$ cat src/rtl/gcd_job_sequencer.sv
// Job feeder for a gcd core: buffers operand pairs in a small FIFO, issues one job at a time,
// waits for done (or a watchdog expiry) and presents the result with its operands on a valid/ready port.
module gcd_job_sequencer #(
    parameter int WIDTH          = 32,
    parameter int DEPTH          = 4,
    parameter int TIMEOUT_CYCLES = 1024
) (
    input  logic                     clk,
    input  logic                     reset,
    input  logic                     in_valid,
    output logic                     in_ready,
    input  logic [WIDTH-1:0]         in_a,
    input  logic [WIDTH-1:0]         in_b,
    output logic                     out_valid,
    input  logic                     out_ready,
    output logic [WIDTH-1:0]         out_result,
    output logic [WIDTH-1:0]         out_a,
    output logic [WIDTH-1:0]         out_b,
    output logic                     out_timeout,
    output logic                     gcd_start,
    output logic [WIDTH-1:0]         gcd_a,
    output logic [WIDTH-1:0]         gcd_b,
    input  logic [WIDTH-1:0]         gcd_result,
    input  logic                     gcd_done,
    output logic                     busy,
    output logic [$clog2(DEPTH):0]   fifo_count
);

    localparam int PTR_W = $clog2(DEPTH);
    localparam int CNT_W = PTR_W + 1;
    localparam int WD_W  = $clog2(TIMEOUT_CYCLES + 1);

    localparam logic [CNT_W-1:0] DEPTH_C = CNT_W'(DEPTH);
    localparam logic [WD_W-1:0]  WD_LAST = WD_W'(TIMEOUT_CYCLES - 1);
    localparam logic [WD_W-1:0]  WD_SAT  = WD_W'(TIMEOUT_CYCLES);

    typedef enum logic [1:0] {
        ST_IDLE,
        ST_ISSUE,
        ST_WAIT,
        ST_HOLD
    } state_t;

    state_t                 state_reg;
    logic [PTR_W-1:0]       wr_ptr_reg;
    logic [PTR_W-1:0]       rd_ptr_reg;
    logic [CNT_W-1:0]       count_reg;
    logic [WD_W-1:0]        wd_reg;
    logic [2*WIDTH-1:0]     fifo_mem [DEPTH];
    logic [2*WIDTH-1:0]     head_word;
    logic                   push;
    logic                   pop;

    assign in_ready   = (count_reg < DEPTH_C);
    assign push       = in_valid && in_ready;
    assign pop        = (state_reg == ST_IDLE) && (count_reg != '0);
    assign busy       = (count_reg != '0) || (state_reg != ST_IDLE);
    assign fifo_count = count_reg;
    assign head_word  = fifo_mem[rd_ptr_reg];

    // Storage carries data only; occupancy lives in the pointers and count, so it needs no reset.
    always_ff @(posedge clk) begin
        if (push) begin
            fifo_mem[wr_ptr_reg] <= {in_a, in_b};
        end
    end

    always_ff @(posedge clk or negedge reset) begin
        if (!reset) begin
            wr_ptr_reg <= '0;
            rd_ptr_reg <= '0;
            count_reg  <= '0;
        end else begin
            if (push) begin
                wr_ptr_reg <= wr_ptr_reg + 1'b1;
            end
            if (pop) begin
                rd_ptr_reg <= rd_ptr_reg + 1'b1;
            end
            case ({push, pop})
                2'b10:   count_reg <= count_reg + 1'b1;
                2'b01:   count_reg <= count_reg - 1'b1;
                default: count_reg <= count_reg;
            endcase
        end
    end

    always_ff @(posedge clk or negedge reset) begin
        if (!reset) begin
            state_reg   <= ST_IDLE;
            wd_reg      <= '0;
            gcd_start   <= 1'b0;
            gcd_a       <= '0;
            gcd_b       <= '0;
            out_valid   <= 1'b0;
            out_result  <= '0;
            out_a       <= '0;
            out_b       <= '0;
            out_timeout <= 1'b0;
        end else begin
            gcd_start <= 1'b0;
            case (state_reg)
                ST_IDLE: begin
                    if (pop) begin
                        gcd_a     <= head_word[2*WIDTH-1:WIDTH];
                        gcd_b     <= head_word[WIDTH-1:0];
                        gcd_start <= 1'b1;
                        state_reg <= ST_ISSUE;
                    end
                end
                ST_ISSUE: begin
                    wd_reg    <= '0;
                    state_reg <= ST_WAIT;
                end
                ST_WAIT: begin
                    // wd_reg==0 marks the first WAIT cycle, where a done left over from the previous job is ignored.
                    if ((wd_reg != '0) && gcd_done) begin
                        out_result  <= gcd_result;
                        out_timeout <= 1'b0;
                        out_a       <= gcd_a;
                        out_b       <= gcd_b;
                        out_valid   <= 1'b1;
                        state_reg   <= ST_HOLD;
                    end else if (wd_reg == WD_LAST) begin
                        out_result  <= '0;
                        out_timeout <= 1'b1;
                        out_a       <= gcd_a;
                        out_b       <= gcd_b;
                        out_valid   <= 1'b1;
                        state_reg   <= ST_HOLD;
                    end
                    if (wd_reg != WD_SAT) begin
                        wd_reg <= wd_reg + 1'b1;
                    end
                end
                ST_HOLD: begin
                    if (out_ready) begin
                        out_valid <= 1'b0;
                        state_reg <= ST_IDLE;
                    end
                end
                default: state_reg <= ST_IDLE;
            endcase
        end
    end

endmodule
$ cat config.mk
export PLATFORM = sky130hd
export DESIGN_NAME = gcd_job_sequencer
export DESIGN_NICKNAME = d
export VERILOG_FILES = /design/src/rtl/gcd_job_sequencer.sv
export SDC_FILE = /design/constraint.sdc
export NUM_CORES = 1
export LEC_CHECK = 0
export ABC_AREA = 1
export CORE_MARGIN = 2
export CORE_UTILIZATION = 50
export CTS_CLUSTER_SIZE = 40
export DETAILED_ROUTE_END_ITERATION = 10
export GPL_TIMING_DRIVEN = 0
export PLACE_DENSITY_LB_ADDON = 0.08
export SLEW_MARGIN = 10
export SYNTH_ARGS = -nofsm -noshare
export SYNTH_HDL_FRONTEND = slang
export SYNTH_SLANG_ARGS = --single-unit
export TNS_END_PERCENT = 5
$ cat constraint.sdc
create_clock -name clk -period 4.6 [get_ports clk]
set_input_delay 0.92 -clock clk [delete_from_list [all_inputs] [get_ports clk]]
set_output_delay 0.92 -clock clk [all_outputs]
set_load 0.005 [all_outputs]
==> results.txt, run 1 <==
pwr/cell area = 678 nW/um^2
ys async rst share = 41.7%
Slew Limit Headroom = 46.4%
RD Place Congestion = 0.868
Seq cells post-synth = 439
crit path cell chain = inv_1 > ha_1 > o31ai_1 > inv_1 > clkbuf_1 > clkbuf_1 > ha_1 > inv_1 > fa_1 > a21oi_1 > o21ai_0 > xor2_1
Slew @ Worst Pin = 802 ps
Seq/Total Area, Yosys = 72.2%
max cap viols = 0
r2r worst-path depth = 12
critical path's slowest cell = clkbuf_1
commonest non-fill, non-tap cell in the layout = nor2_1
Critical Path Max Stage Delay = 650 ps
grt ovf = 0
largest net degree at the start of global routing = 99
Peak VDD IR = 0.379 mV
area grow syn2layout = 29.7%
Total GRT Usage = 24.5%
number of synthesized flops with an enable pin = 256
final net count = 1920
clock tree buffer depth = 3
Setup CP Type = reg2reg
worst path arrival time = 3960 ps
synth unique cells = 31
later-pin clock latency in the skew report = 540 ps
vias in the first global route = 11900
Routed WL per cell = 18.8 um
post-CTS setup buffer count = 0
Synth Flop Type = edfxtp_1
Detail Route Antenna Nets = 0
Yosys warning count = 0
Seq pwr share = 39.7%
cts hold-fix bufs = 0
layout cell share with drive strength beyond 1 = 7.10%
Max Slew Vio Count = 0
Root Driver = clkbuf_16
# IOs = 269
post-route setup TNS = 0 ps
Die Wd = 188 um
die area = 35500 um^2
TritonCTS clock tree = built
drt drc = 0
buffers added on ports = 268
max reg flops = 256
Detailed Route Iter0 Violations = 895
final wirelength = 43.1 mm
outcome = completed
first-pass GRT wire length = 67.1 mm
Syn Inst Count = 1482
Avg Cell Area, Syn = 11.5 um^2
Comb pwr share = 35.5%
die height = 188 um
initial antenna violation count = 3
RSZ-0062 raised after global routing = no
post-DP HPWL = 28.3 mm
CTS resizes = 0
Synth Cell Area = 17000 um^2
HP Class = in2async
clock period minus worst slack = 3540 ps
Post-Place Cell Area = 20500 um^2
CP required = 5020 ps
H-tree Lvls = 2
design area = 22000 um^2
P_sw = 5.02 mW
DRT Pass-1 Iters = 5
initial core utilization = 50.8%
syn_nets = 1595
Final period util = 76.9%
crit start category = register
most frequent cells in the layout = nor2_1 (336), clkdlybuf4s50_1 (267), edfxtp_1 (256), nand2_1 (226), dfrtp_1 (183)
CTS buffer count = 45
endpoint class of the critical path = register
Hold Fails Final Rpt = 0
CP max FO = 11
site row count = 67
Fmax = 283 MHz
# setup viols final = 0
clk sinks = 439
clk slew on worst S/H paths = 60 ps
Pleak = 8.63 nW
vias per cell = 5.26
clock share of power = 24.9%
sw frac = 33.6%
core area = 33400 um^2
Most flops, register = fifo_mem
most used cell, CP = inv_1
Fin Clk Skew = 10.1 ps
routed via count = 12100
internal power = 9.91 mW
[per-stage QoR]
step | instances | total power, mW | utilization, % | setup slack [ps] | hold slack [ps]
5_1_grt | 2293 | 15.8 | 65.8 | 797 | 431
6_report | 2295 | 14.9 | 65.9 | 1060 | 365
3_5_place_dp | 2208 | 11.3 | 61.2 | 1070 | 463
3_3_place_gp | 2198 | 11.2 | 60.5 | -5620 | 465
4_1_cts | 2292 | 15.0 | 65.8 | 1060 | 397
2_1_floorplan | 1482 | 8.50 | - | 335 | 464
[power by group through the flow]
stage	sequential [mW]	combinational, mW	clock [mW]
5_1_grt	6.04	5.88	3.93
2_1_floorplan	5.93	2.57	0
6_report	5.92	5.29	3.71
3_5_place_dp	5.99	5.32	0
4_1_cts	5.92	5.35	3.76
3_3_place_gp	6.04	5.12	0
[cell families (layout without fill, tap and decap cells)]
logic type	count (synthesis)	count (layout)	share of synthesized area, %
DFF	439	439	72.2
buffers and inverters	120	482	3.31
adders and majority gates	12	12	0.928
other	0	3	0
AOI/OAI and AO/OA	211	211	6.73
xor gates and xnor gates	7	7	0.361
and+or+nand+nor	693	693	16.4
[critical path, delay by kind of cell, from the launching register on]
kind | cells | cell delay (ps)
adders and majority gates | 3 | 850
xor gates and xnor gates | 1 | 150
DFF | 1 | 420
buffers and inverters | 5 | 1530
AOI/OAI and AO/OA | 3 | 460
[final cells by class]
type                    instances  area (um^2)
clock buffers                  58         1260
clock inverters                26          278
multi-input cells             923         4180
inverters                      32          120
repair buffers                278         2910
diodes                          3         7.51
well taps                     448          561
flip-flops and latches        439        12300
fillers                      2532        11400
plain buffers                  88          442
[final timing paths]
| kind | startpoint | to | slack, ps |
|---|---|---|---|
| max reg2reg | state_reg[0] | fifo_count[2] | 1060 |
| max in group asynchronous | reset | gcd_a[10] | 3260 |
| min reg2reg | out_valid | out_valid | 480 |
| min in group clk | out_valid | out_valid | 480 |
| min | reset | out_valid | 370 |
| max | state_reg[0] | fifo_count[2] | 1060 |
[cells in the mapped netlist, types with 4 or more instances]
master    count  share of area [%]
nor2_1      340                7.5
edfxtp_1    256                 45
nand2_1     226                5.0
dfrtp_1     183                 27
o21ai_0     131                3.9
nand3_1     111                3.3
a31oi_1      64                2.4
clkbuf_1     51                1.1
inv_1        29               0.64
buf_2        17               0.50
ha_1         11               0.81
buf_6        10               0.66
o21ai_1      10               0.29
buf_1         6               0.13
nand4_1       6               0.22
xor2_1        6               0.31
buf_4         4               0.18
[per-layer routing]
layer  vias up  share of wire (%)  GRT usage, %
met1      5816                 43          33.5
met5         -                  0             0
met2       443                 48          40.3
li1       5744                  -             -
met4         0                2.4          7.69
met3        78                6.8          4.27
(Power assumes the default switching activity.)
==> inputs of run 2 (changes only) <==
==> constraint.sdc (replaced) <==
create_clock -name clk -period 3.4 [get_ports clk]
set_input_delay 0.68 -clock clk [delete_from_list [all_inputs] [get_ports clk]]
set_output_delay 0.68 -clock clk [all_outputs]
set_load 0.005 [all_outputs]
==> results.txt, run 2 (synthesis results as in run 1) <==
outcome = completed (unchanged)
max cap viols = 0 (unchanged)
Comb pwr share = 35.4% (was 35.5%)
final wirelength = 43.2 mm (was 43.1 mm)
Peak VDD IR = 0.513 mV (was 0.379 mV)
Slew Limit Headroom = 45.7% (was 46.4%)
sw frac = 33.6% (about the same)
r2r endpoint = fifo_count[2] (unchanged)
P_sw = 6.79 mW (was 5.02 mW)
CP max FO = 13 (was 11)
CP required = 3820 ps (was 5020 ps)
H-tree Lvls = 2 (unchanged)
routed via count = 12100 (about the same)
Critical Path Max Stage Delay = 470 ps (was 650 ps)
CTS buffer count = 45 (unchanged)
vias per cell = 5.25 (was 5.26)
TritonCTS clock tree = built (unchanged)
later-pin clock latency in the skew report = 540 ps (about the same)
max reg flops = 256 (unchanged)
Seq pwr share = 39.7% (about the same)
commonest non-fill, non-tap cell in the layout = nor2_1 (unchanged)
initial core utilization = 50.8% (unchanged)
endpoint class of the critical path = register (unchanged)
Setup CP Type = reg2reg (unchanged)
critical path's slowest cell = inv_1 (was clkbuf_1)
Most flops, register = fifo_mem (unchanged)
first-pass GRT wire length = 67.1 mm (unchanged)
Fmax = 333 MHz (was 283 MHz)
Detailed Route Iter0 Violations = 956 (was 895)
post-DP HPWL = 28.3 mm (unchanged)
crit start category = register (unchanged)
most frequent cells in the layout = nor2_1 (336), clkdlybuf4s50_1 (267), edfxtp_1 (256), nand2_1 (226), dfrtp_1 (183) (unchanged)
RSZ-0062 raised after global routing = no (unchanged)
Multi-input gate area = 4180 um^2 (unchanged)
clk sinks = 439 (unchanged)
overall power = 20.2 mW (was 14.9 mW)
Setup WS post-layout = 394 ps (was 1060 ps)
vias in the first global route = 11900 (unchanged)
# setup viols final = 0 (unchanged)
FF/Latch Area = 12300 um^2 (unchanged)
clock period minus worst slack = 3010 ps (was 3540 ps)
fill count = 2529 (was 2532)
die height = 188 um (unchanged)
core area = 33400 um^2 (unchanged)
crit path cell chain = inv_1 > ha_1 > o31ai_1 > inv_1 > clkbuf_2 > ha_1 > inv_1 > fa_1 > a21oi_1 > o21ai_0 > xor2_1 (was inv_1 > ha_1 > o31ai_1 > inv_1 > clkbuf_1 > clkbuf_1 > ha_1 > inv_1 > fa_1 > a21oi_1 > o21ai_0 > xor2_1)
Slew @ Worst Pin = 812 ps (was 802 ps)
drt drc = 0 (unchanged)
Die Wd = 188 um (unchanged)
Final period util = 88.4% (was 76.9%)
largest net degree at the start of global routing = 99 (unchanged)
r2r worst-path depth = 11 (was 12)
die area = 35500 um^2 (unchanged)
DRT Pass-1 Iters = 5 (unchanged)
internal power = 13.4 mW (was 9.91 mW)
buffers added on ports = 268 (unchanged)
RD Place Congestion = 0.868 (unchanged)
HP Class = in2async (unchanged)
Pleak = 8.63 nW (about the same)
grt ovf = 0 (unchanged)
final net count = 1919 (was 1920)
layout cell share with drive strength beyond 1 = 7.16% (was 7.10%)
most used cell, CP = inv_1 (unchanged)
worst path arrival time = 3430 ps (was 3960 ps)
pwr/cell area = 917 nW/um^2 (was 678 nW/um^2)
pre-CTS setup slack = -127 ps (was 1070 ps)
# IOs = 269 (unchanged)
Max Slew Vio Count = 0 (unchanged)
clk slew on worst S/H paths = 60 ps (about the same)
clock share of power = 24.9% (about the same)
Detail Route Antenna Nets = 0 (unchanged)
Hold Fails Final Rpt = 0 (unchanged)
FF-to-FF Start = state_reg[0] (unchanged)
area grow syn2layout = 29.7% (about the same)
site row count = 67 (unchanged)
clock tree buffer depth = 3 (unchanged)
hold_ws = 126 ps (was 365 ps)
Routed WL per cell = 18.8 um (about the same)
Total GRT Usage = 24.5% (unchanged)
flop2flop setup slack = 390 ps (was 1060 ps)
initial antenna violation count = 3 (unchanged)
CP startpoint = state_reg[0] (unchanged)
Fin Clk Skew = 10.5 ps (was 10.1 ps)
Root Driver = clkbuf_16 (unchanged)
==> run 2: cell types whose count changed in the layout (fill, tap and decap cells not counted), sizes merged <==
cell	previous run	this run
clkbuf	109	108
==> run 2: area by class of cell <==
cell class | count | area share (%)
tap | 448 | 2.55
inverter | 32 | 0.545
clock inverter | 26 | 1.26
antenna | 3 | 0.0341
timing repair buffer | 278 | 13.2
buffer | 87 | 1.99
multi-input combinational | 923 | 19.0
clock buffer | 58 | 5.71
sequential | 439 | 55.7
==> run 2: repair_timing <==
| item | in CTS | in global routing |
|---|---|---|
| hold buffers | 0 | 0 |
| buffers inserted | 0 | 0 |
| endpoints found under the setup margin | 1 | 1 |
| gates resized for setup | 1 | 0 |
==> run 2: worst max-delay path by stage <==
stage	end	slack, ps
2_1_floorplan	fifo_mem[0][0]	-630
3_3_place_gp	out_a[0]	-6580
3_5_place_dp	fifo_count[2]	-130
4_1_cts	fifo_count[2]	120
5_1_grt	fifo_count[2]	100
6_report	fifo_count[2]	390
==> run 2: through the flow <==
| step | std cells | util (%) | area [um^2] | TNS [ps] |
|---|---|---|---|---|
| floorplan | 1482 | - | 17000 | -160100 |
| global placement | 2198 | 60.5 | 20200 | -2092090 |
| detailed placement | 2208 | 61.2 | 20500 | -127 |
| CTS | 2292 | 65.8 | 22000 | 0 |
| global route | 2292 | 65.8 | 22000 | 0 |
| finish | 2294 | 65.8 | 22000 | 0 |
==> run 2: power groups by stage <==
stage | sequential (mW) | combinational [mW] | clock [mW]
after CTS | 8.01 | 7.23 | 5.09
after global routing | 8.17 | 7.95 | 5.32
after global placement | 8.17 | 6.92 | 0
after detailed placement | 8.10 | 7.20 | 0
after floorplan | 8.02 | 3.47 | 0
final | 8.01 | 7.16 | 5.03
==> run 2: metal layers <==
metal  vias up  share of wire [%]  global-route usage (%)
met4         0                2.4                    7.69
li1       5739                  -                       -
met1      5803                 43                    33.5
met2       434                 48                    40.3
met5         -                  0                       0
met3        74                6.9                    4.27
==> run 2: critical path: cells and delay by family (launching register included) <==
family                     cells  cell delay (ps)
AOI/OAI and AO/OA              3              460
xor gates and xnor gates       1              150
adders and majority gates      3              790
buffers and inverters          4             1060
DFF                            1              420
==> inputs of run 3 (changes only) <==
--- a/config.mk
+++ b/config.mk
@@ -12,6 +12,7 @@
 export DETAILED_ROUTE_END_ITERATION = 10
 export GPL_TIMING_DRIVEN = 0
 export PLACE_DENSITY_LB_ADDON = 0.08
+export SKIP_LAST_GASP = 1
 export SLEW_MARGIN = 10
 export SYNTH_ARGS = -nofsm -noshare
 export SYNTH_HDL_FRONTEND = slang
==> results of run 3 <==
No change in the layout: final DEF, timing and power equal those of run 2.
